$ cat src/rtl/panel_pkg.sv
// Shared definitions for the panel input sequencer: widths, parameter
// defaults, FSM state encoding and a small state-index helper.
package panel_pkg;

  // Output field widths seen by the downstream credit/state/display chain.
  localparam int CREDIT_W = 4;
  localparam int ESTADO_W = 3;

  // Default parameter values for the sequencer and its debouncers.
  localparam int unsigned DEBOUNCE_CYCLES_DEF = 16;
  localparam int unsigned MAX_CREDIT_DEF      = 15;
  localparam int unsigned COST_DEF            = 1;
  localparam int unsigned NUM_STATES_DEF      = 6;

  // FSM encodings kept as plain constants so older code can match on them.
  localparam logic [1:0] ST_IDLE    = 2'd0;
  localparam logic [1:0] ST_ADVANCE = 2'd1;
  localparam logic [1:0] ST_HOLD    = 2'd2;

  typedef enum logic [1:0] {
    IDLE    = ST_IDLE,
    ADVANCE = ST_ADVANCE,
    HOLD    = ST_HOLD
  } fsm_state_e;

  // Next state index with wrap from the last index back to 0.
  function automatic logic [ESTADO_W-1:0] next_estado(
    input logic [ESTADO_W-1:0] cur,
    input logic [ESTADO_W-1:0] last
  );
    return (cur == last) ? '0 : cur + 1'b1;
  endfunction

endpackage

$ cat src/rtl/panel_input_sequencer_btn_debounce.sv
// One panel button: 2-flop synchroniser, stability counter, debounced
// level and a one-cycle event on each rising edge of that level.
module btn_debounce
  import panel_pkg::*;
#(
  parameter int unsigned DEBOUNCE_CYCLES = DEBOUNCE_CYCLES_DEF
) (
  input  logic clk,
  input  logic rst_n,
  input  logic raw_in,
  output logic level,
  output logic ev
);

  localparam int CNT_W = $clog2(DEBOUNCE_CYCLES);
  localparam logic [CNT_W-1:0] CNT_LAST = CNT_W'(DEBOUNCE_CYCLES - 1);

  logic             sync1_q, sync1_d;
  logic             sync2_q, sync2_d;
  logic [CNT_W-1:0] cnt_q, cnt_d;
  logic             level_q, level_d;
  logic             ev_q, ev_d;

  // Synchronise, count consecutive disagreeing cycles, commit the new level
  // once the count has reached its last value, and flag the rising edge.
  always_comb begin
    sync1_d = raw_in;
    sync2_d = sync1_q;
    level_d = level_q;
    cnt_d   = cnt_q;
    if (sync2_q == level_q) begin
      cnt_d = '0;
    end else if (cnt_q == CNT_LAST) begin
      level_d = sync2_q;
      cnt_d   = '0;
    end else begin
      cnt_d = cnt_q + 1'b1;
    end
    ev_d = level_d & ~level_q;
  end

  // State registers; everything clears on reset so no event follows release.
  always_ff @(posedge clk or negedge rst_n) begin
    if (!rst_n) begin
      sync1_q <= 1'b0;
      sync2_q <= 1'b0;
      cnt_q   <= '0;
      level_q <= 1'b0;
      ev_q    <= 1'b0;
    end else begin
      sync1_q <= sync1_d;
      sync2_q <= sync2_d;
      cnt_q   <= cnt_d;
      level_q <= level_d;
      ev_q    <= ev_d;
    end
  end

  assign level = level_q;
  assign ev    = ev_q;

endmodule

$ cat src/rtl/panel_input_sequencer.sv
// Panel front end: debounces coin/advance/cancel buttons, keeps a saturating
// credit count and a wrapping state index, and strobes avance once per
// accepted advance press.
// Handshake: there is no back-pressure; avance is a one-cycle strobe and
// sw_credito/estado are registered levels the consumer may sample any cycle.
module panel_input_sequencer
  import panel_pkg::*;
#(
  parameter int unsigned DEBOUNCE_CYCLES = DEBOUNCE_CYCLES_DEF,
  parameter int unsigned MAX_CREDIT      = MAX_CREDIT_DEF,
  parameter int unsigned COST            = COST_DEF,
  parameter int unsigned NUM_STATES      = NUM_STATES_DEF
) (
  input  logic                clk,
  input  logic                rst_n,
  input  logic                coin_btn,
  input  logic                adv_btn,
  input  logic                cancel_btn,
  output logic [CREDIT_W-1:0] sw_credito,
  output logic                avance,
  output logic [ESTADO_W-1:0] estado,
  output logic                busy
);

  localparam int CW1 = CREDIT_W + 1;
  localparam logic [CREDIT_W-1:0] COST_C     = CREDIT_W'(COST);
  localparam logic [CW1-1:0]      COST_X     = CW1'(COST);
  localparam logic [CW1-1:0]      MAX_X      = CW1'(MAX_CREDIT);
  localparam logic [ESTADO_W-1:0] ESTADO_END = ESTADO_W'(NUM_STATES - 1);

  logic coin_ev, adv_ev, cancel_ev;
  logic coin_level, adv_level, cancel_level;
  logic unused_levels;

  fsm_state_e          state_q, state_d;
  logic [CREDIT_W-1:0] credit_q, credit_d;
  logic [ESTADO_W-1:0] estado_q, estado_d;
  logic                avance_q, avance_d;
  logic                debit;
  logic [CW1-1:0]      credit_sum;

  btn_debounce #(.DEBOUNCE_CYCLES(DEBOUNCE_CYCLES)) u_coin (
    .clk    (clk),
    .rst_n  (rst_n),
    .raw_in (coin_btn),
    .level  (coin_level),
    .ev     (coin_ev)
  );

  btn_debounce #(.DEBOUNCE_CYCLES(DEBOUNCE_CYCLES)) u_adv (
    .clk    (clk),
    .rst_n  (rst_n),
    .raw_in (adv_btn),
    .level  (adv_level),
    .ev     (adv_ev)
  );

  btn_debounce #(.DEBOUNCE_CYCLES(DEBOUNCE_CYCLES)) u_cancel (
    .clk    (clk),
    .rst_n  (rst_n),
    .raw_in (cancel_btn),
    .level  (cancel_level),
    .ev     (cancel_ev)
  );

  // Only the advance level matters to the FSM; the other two are events only.
  assign unused_levels = coin_level ^ cancel_level;

  // Sequencing FSM: cancel overrides everything, otherwise IDLE accepts a
  // covered advance, ADVANCE lasts one cycle, HOLD waits for button release.
  always_comb begin
    state_d  = state_q;
    estado_d = estado_q;
    avance_d = 1'b0;
    debit    = 1'b0;
    if (cancel_ev) begin
      state_d  = IDLE;
      estado_d = '0;
    end else begin
      case (state_q)
        IDLE: begin
          if (adv_ev && (credit_q >= COST_C)) begin
            state_d  = ADVANCE;
            avance_d = 1'b1;
          end
        end
        ADVANCE: begin
          debit    = 1'b1;
          estado_d = next_estado(estado_q, ESTADO_END);
          state_d  = HOLD;
        end
        HOLD: begin
          if (!adv_level) state_d = IDLE;
        end
        default: state_d = IDLE;
      endcase
    end
  end

  // Credit update: +1 per coin, -COST in ADVANCE, saturate at MAX_CREDIT;
  // a cancel zeroes the count and discards a same-cycle coin.
  always_comb begin
    credit_sum = {1'b0, credit_q} + CW1'(coin_ev);
    if (debit) begin
      credit_sum = (credit_sum >= COST_X) ? (credit_sum - COST_X) : '0;
    end
    if (credit_sum > MAX_X) credit_sum = MAX_X;
    credit_d = cancel_ev ? '0 : credit_sum[CREDIT_W-1:0];
  end

  // Registered outputs and FSM state; reset aborts straight to idle values.
  always_ff @(posedge clk or negedge rst_n) begin
    if (!rst_n) begin
      state_q  <= IDLE;
      credit_q <= '0;
      estado_q <= '0;
      avance_q <= 1'b0;
    end else begin
      state_q  <= state_d;
      credit_q <= credit_d;
      estado_q <= estado_d;
      avance_q <= avance_d;
    end
  end

  assign sw_credito = credit_q;
  assign estado     = estado_q;
  // A cancel landing in the ADVANCE cycle also suppresses the strobe.
  assign avance     = avance_q & ~cancel_ev;
  assign busy       = (state_q != IDLE);

endmodule

$ cat config.mk
export PLATFORM = sky130hd
export DESIGN_NAME = panel_input_sequencer
export DESIGN_NICKNAME = d
export VERILOG_FILES = /design/src/rtl/panel_pkg.sv /design/src/rtl/panel_input_sequencer_btn_debounce.sv /design/src/rtl/panel_input_sequencer.sv
export SDC_FILE = /design/constraint.sdc
export NUM_CORES = 1
export LEC_CHECK = 0
export CORE_ASPECT_RATIO = 0.7
export CORE_MARGIN = 2
export CORE_UTILIZATION = 40
export CTS_CLUSTER_DIAMETER = 200
export DETAILED_ROUTE_END_ITERATION = 12
export GPL_ROUTABILITY_DRIVEN = 1
export HOLD_SLACK_MARGIN = 0.12
export SETUP_SLACK_MARGIN = 0.02
export SLEW_MARGIN = 10
export SYNTH_ARGS = -nofsm -noshare
export SYNTH_HDL_FRONTEND = slang
export SYNTH_HIERARCHICAL = 1
export SYNTH_SLANG_ARGS = --single-unit
$ cat constraint.sdc
create_clock -name clk -period 2.7 [get_ports clk]
set_input_delay 0.54 -clock clk [delete_from_list [all_inputs] [get_ports clk]]
set_output_delay 0.54 -clock clk [all_outputs]
set_load 0.05 [all_outputs]
==> flow_summary.toml <==
[timing]
slew_headroom_pct = 66.44
final.setup_skew_ps = 4.091
maxSlewViolCount = 0
min_period_over_period_pct = 87.91
rsz0062_at_grt = "no"
period_minus_slack_ps = 2373
hold_violations = 0
whs_ps = 348.5
fmax_mhz = 421.3
worst_pin_slew_ps = 501.8
setup_viol = 0
setup_tns_ps = 0

[clock_network]
cts_tree = "yes"
cts_max_path_buffers = 2
clock-sinks = 34
cts_root_buffer = "clkbuf_8"
h-tree-depth = 2
hold_buffers = 0
insertion_delay_ps = 280
cts_buffers = 5
clk_pin_slew_ps = 70
post_cts_buffers = 0
cts_resized = 0

[global_route]
grt_first_pass_wirelength_mm = 4.443
grt_usage_pct = 13.34
grt_pass1_vias = 1013
grt-ovfl-total = 0
grt_max_degree = 35
antenna_found_initial = 0

[power_and_ir_drop]
ir_drop_mv = 0.3394
powerDensity_nw_per_um2 = 505.7
leakage_nw = 0.8257
total_power_uw = 926.9

[finish]
antennaDiodeCount = 0
layout.nets = 159
areaGrowthSynthToFinish_pct = 16.09
drive_gt1_share_pct = 14.97

[floorplanning]
die_y_um = 56.57
rows = 19
ioPinCount = 14
die_w_um = 79.10
dieArea_um2 = 4474
coreArea_um2 = 3851
start_util_pct = 41.00

[drt]
ant_nets = 0
wire_per_inst_um = 12.90
viasPerCell = 5.045
vias = 1004
drt_wl_total_mm = 2.567
drt_iter0_markers = 56
firstDrtPassIters = 4
drc = 0

[min_path]
holdCritPathClass = "register to register"
hp-start = "u_cancel/sync1_q"

[setup_path]
endpoint_kind = "primary output"
critPathBufInv = 1
r2r-start = "sw_credito[0]"
worstPathMaxFanout = 10
start_kind = "register"
critPathKind = "register to primary output"
slowest_stage = "clkdlybuf4s50_1"
critical_path.top_delay_family = "buffers and inverters"
crit_chain = "and2b_2 -> clkdlybuf4s50_1"
slowest_delay_ps = 800
crit_arrival_ps = 1830
critPathRequiredTime_ps = 2160
critPathLaunch = "u_cancel/ev"

[logic_synthesis]
ys_types = 40
synth-seq-area-share_pct = 53.88
ys_ff_latch = 34
syn_avg_cell_area_um2 = 12.24
netlist_area_um2 = 1579
synth_fp_nets = 141
syn-instance-count = 129
async_flop_share_pct = 100.0
synth_top_area_share_pct = 53.88
synth_edf_count = 0
synth_area_leader_cell = "dfrtp_1"
synth-main-ff-cell = "dfrtp_1"
synth_area_leaders = "dfrtp_1 (54%), ha_1 (5.5%), xnor2_1 (5.0%), mux2_4 (2.9%), nor2_1 (2.9%)"
ys_warn_count = 6

[job]
drv_cap = 0

[placement]
gp_congestion = 0.9134
port_buffers = 13
place_hpwl_mm = 1.775

[run_status]
status = "complete, no violations"
-- through the flow --
step                      setup slack (ps)  area [µm²]  util (%)  std cells
after floorplan                      508.8        1579         -        129
after global placement               616.9        1754     45.55        192
after detailed placement             606.9        1754     45.55        192
after CTS                            301.4        1833     47.60        199
after global routing                 241.9        1833     47.60        199
final                                326.5        1833     47.60        199
-- final timing paths --
path / end / slack (ps) / cells past startpoint
worst max-delay path: avance / 330 / 2
worst min-delay path: u_cancel/sync2_q / 350 / 0
worst max register to register: sw_credito[3] / 600 / 7
worst min register to register: u_cancel/sync2_q / 350 / 0
max in group asynchronous: u_coin/cnt_q[3] / 1740 / 2
min in group asynchronous: u_adv/sync2_q / 660 / 2
-- worst register-to-register path, stage by stage (launching register included) --
cell       delay, ps
dfrtp_1          390
ha_1             230
ha_1             300
inv_1             70
ha_1             240
o21a_1           200
a2111oi_0        440
nor3_1           100
-- cells in the mapped netlist, types with 3 or more instances --
library cell / n
dfrtp_1: 34
nor2_1: 12
xnor2_1: 9
ha_1: 7
a21oi_1: 6
nor3b_1: 6
a31oi_1: 4
nand2_1: 4
a21o_1: 3
a311oi_1: 3
mux2_4: 3
nand3_2: 3
nor2b_1: 3
-- report_power, final --
group / internal (mW) / total, mW / leakage (nW) / switching, mW
logic: 0.0219 / 0.0435 / 0.328 / 0.0216
clock network: 0.173 / 0.345 / 0.0438 / 0.172
registers: 0.525 / 0.539 / 0.454 / 0.0139
total: 0.720 / 0.927 / 0.826 / 0.207
-- cell usage in the layout, fill, tap and decap left out, types with 2 or more instances in the layout --
| cell type | synthesis | final |
|---|---|---|
| o21ai_0 | 2 | 2 |
| clkdlybuf4s50_1 | 0 | 13 |
| nor2_1 | 12 | 12 |
| mux2_4 | 3 | 3 |
| inv_1 | 2 | 2 |
| a311oi_1 | 3 | 3 |
| nor3_1 | 2 | 2 |
| a21oi_1 | 6 | 6 |
| nand2_1 | 4 | 4 |
| nor2b_1 | 3 | 3 |
| xnor2_1 | 9 | 9 |
| a21o_1 | 3 | 3 |
| nand3_2 | 3 | 3 |
| nor3b_1 | 6 | 6 |
| a31oi_1 | 4 | 4 |
| ha_1 | 7 | 7 |
| clkbuf_8 | 0 | 5 |
| clkinv_2 | 0 | 2 |
| nor4b_1 | 2 | 2 |
| dfrtp_1 | 34 | 34 |
-- cell type report --
cell class,count,area [µm²]
repair buffers,14,137.6
clock inverters,2,10.01
flip-flops and latches,34,850.8
inverters,2,7.507
well taps,52,65.06
clock buffers,5,68.82
fillers,342,2018
multi-input cells,90,693.2
-- layer usage --
layer / up-vias / track usage, % / share of wire (%)
met4: 0 / 5.172 / 0.74
met2: 20 / 19.98 / 47
met5: - / 0 / 0
met1: 483 / 16.77 / 48
met3: 2 / 6.270 / 5.0
li1: 499 / - / -
-- state kept, by name, indices dropped and copies added, names as in the netlist --
signal and cells:
u_adv/level 1, u_coin/level 1, state_q 2, u_adv/sync2_q 1, u_coin/sync1_q 1, u_adv/cnt_q 4, avance_q 1, u_cancel/sync1_q 1
u_cancel/ev 1, u_coin/cnt_q 4, u_cancel/cnt_q 4, u_cancel/level 1, u_coin/sync2_q 1, estado 3, u_adv/sync1_q 1, u_cancel/sync2_q 1
sw_credito 4, u_coin/ev 1, u_adv/ev 1
-- kinds of logic (layout without fill, tap and decap cells) --
kind of cell	count (synthesis)	count (layout)	synth area share [%]
fa+ha+maj	7	7	5.546
xor+xnor	9	9	4.992
simple gates	47	47	20.13
flops	34	34	53.88
mux	3	3	2.852
buf+inv	5	23	2.218
compound gates	24	24	10.38
Power figures use the tool's default switching activity.
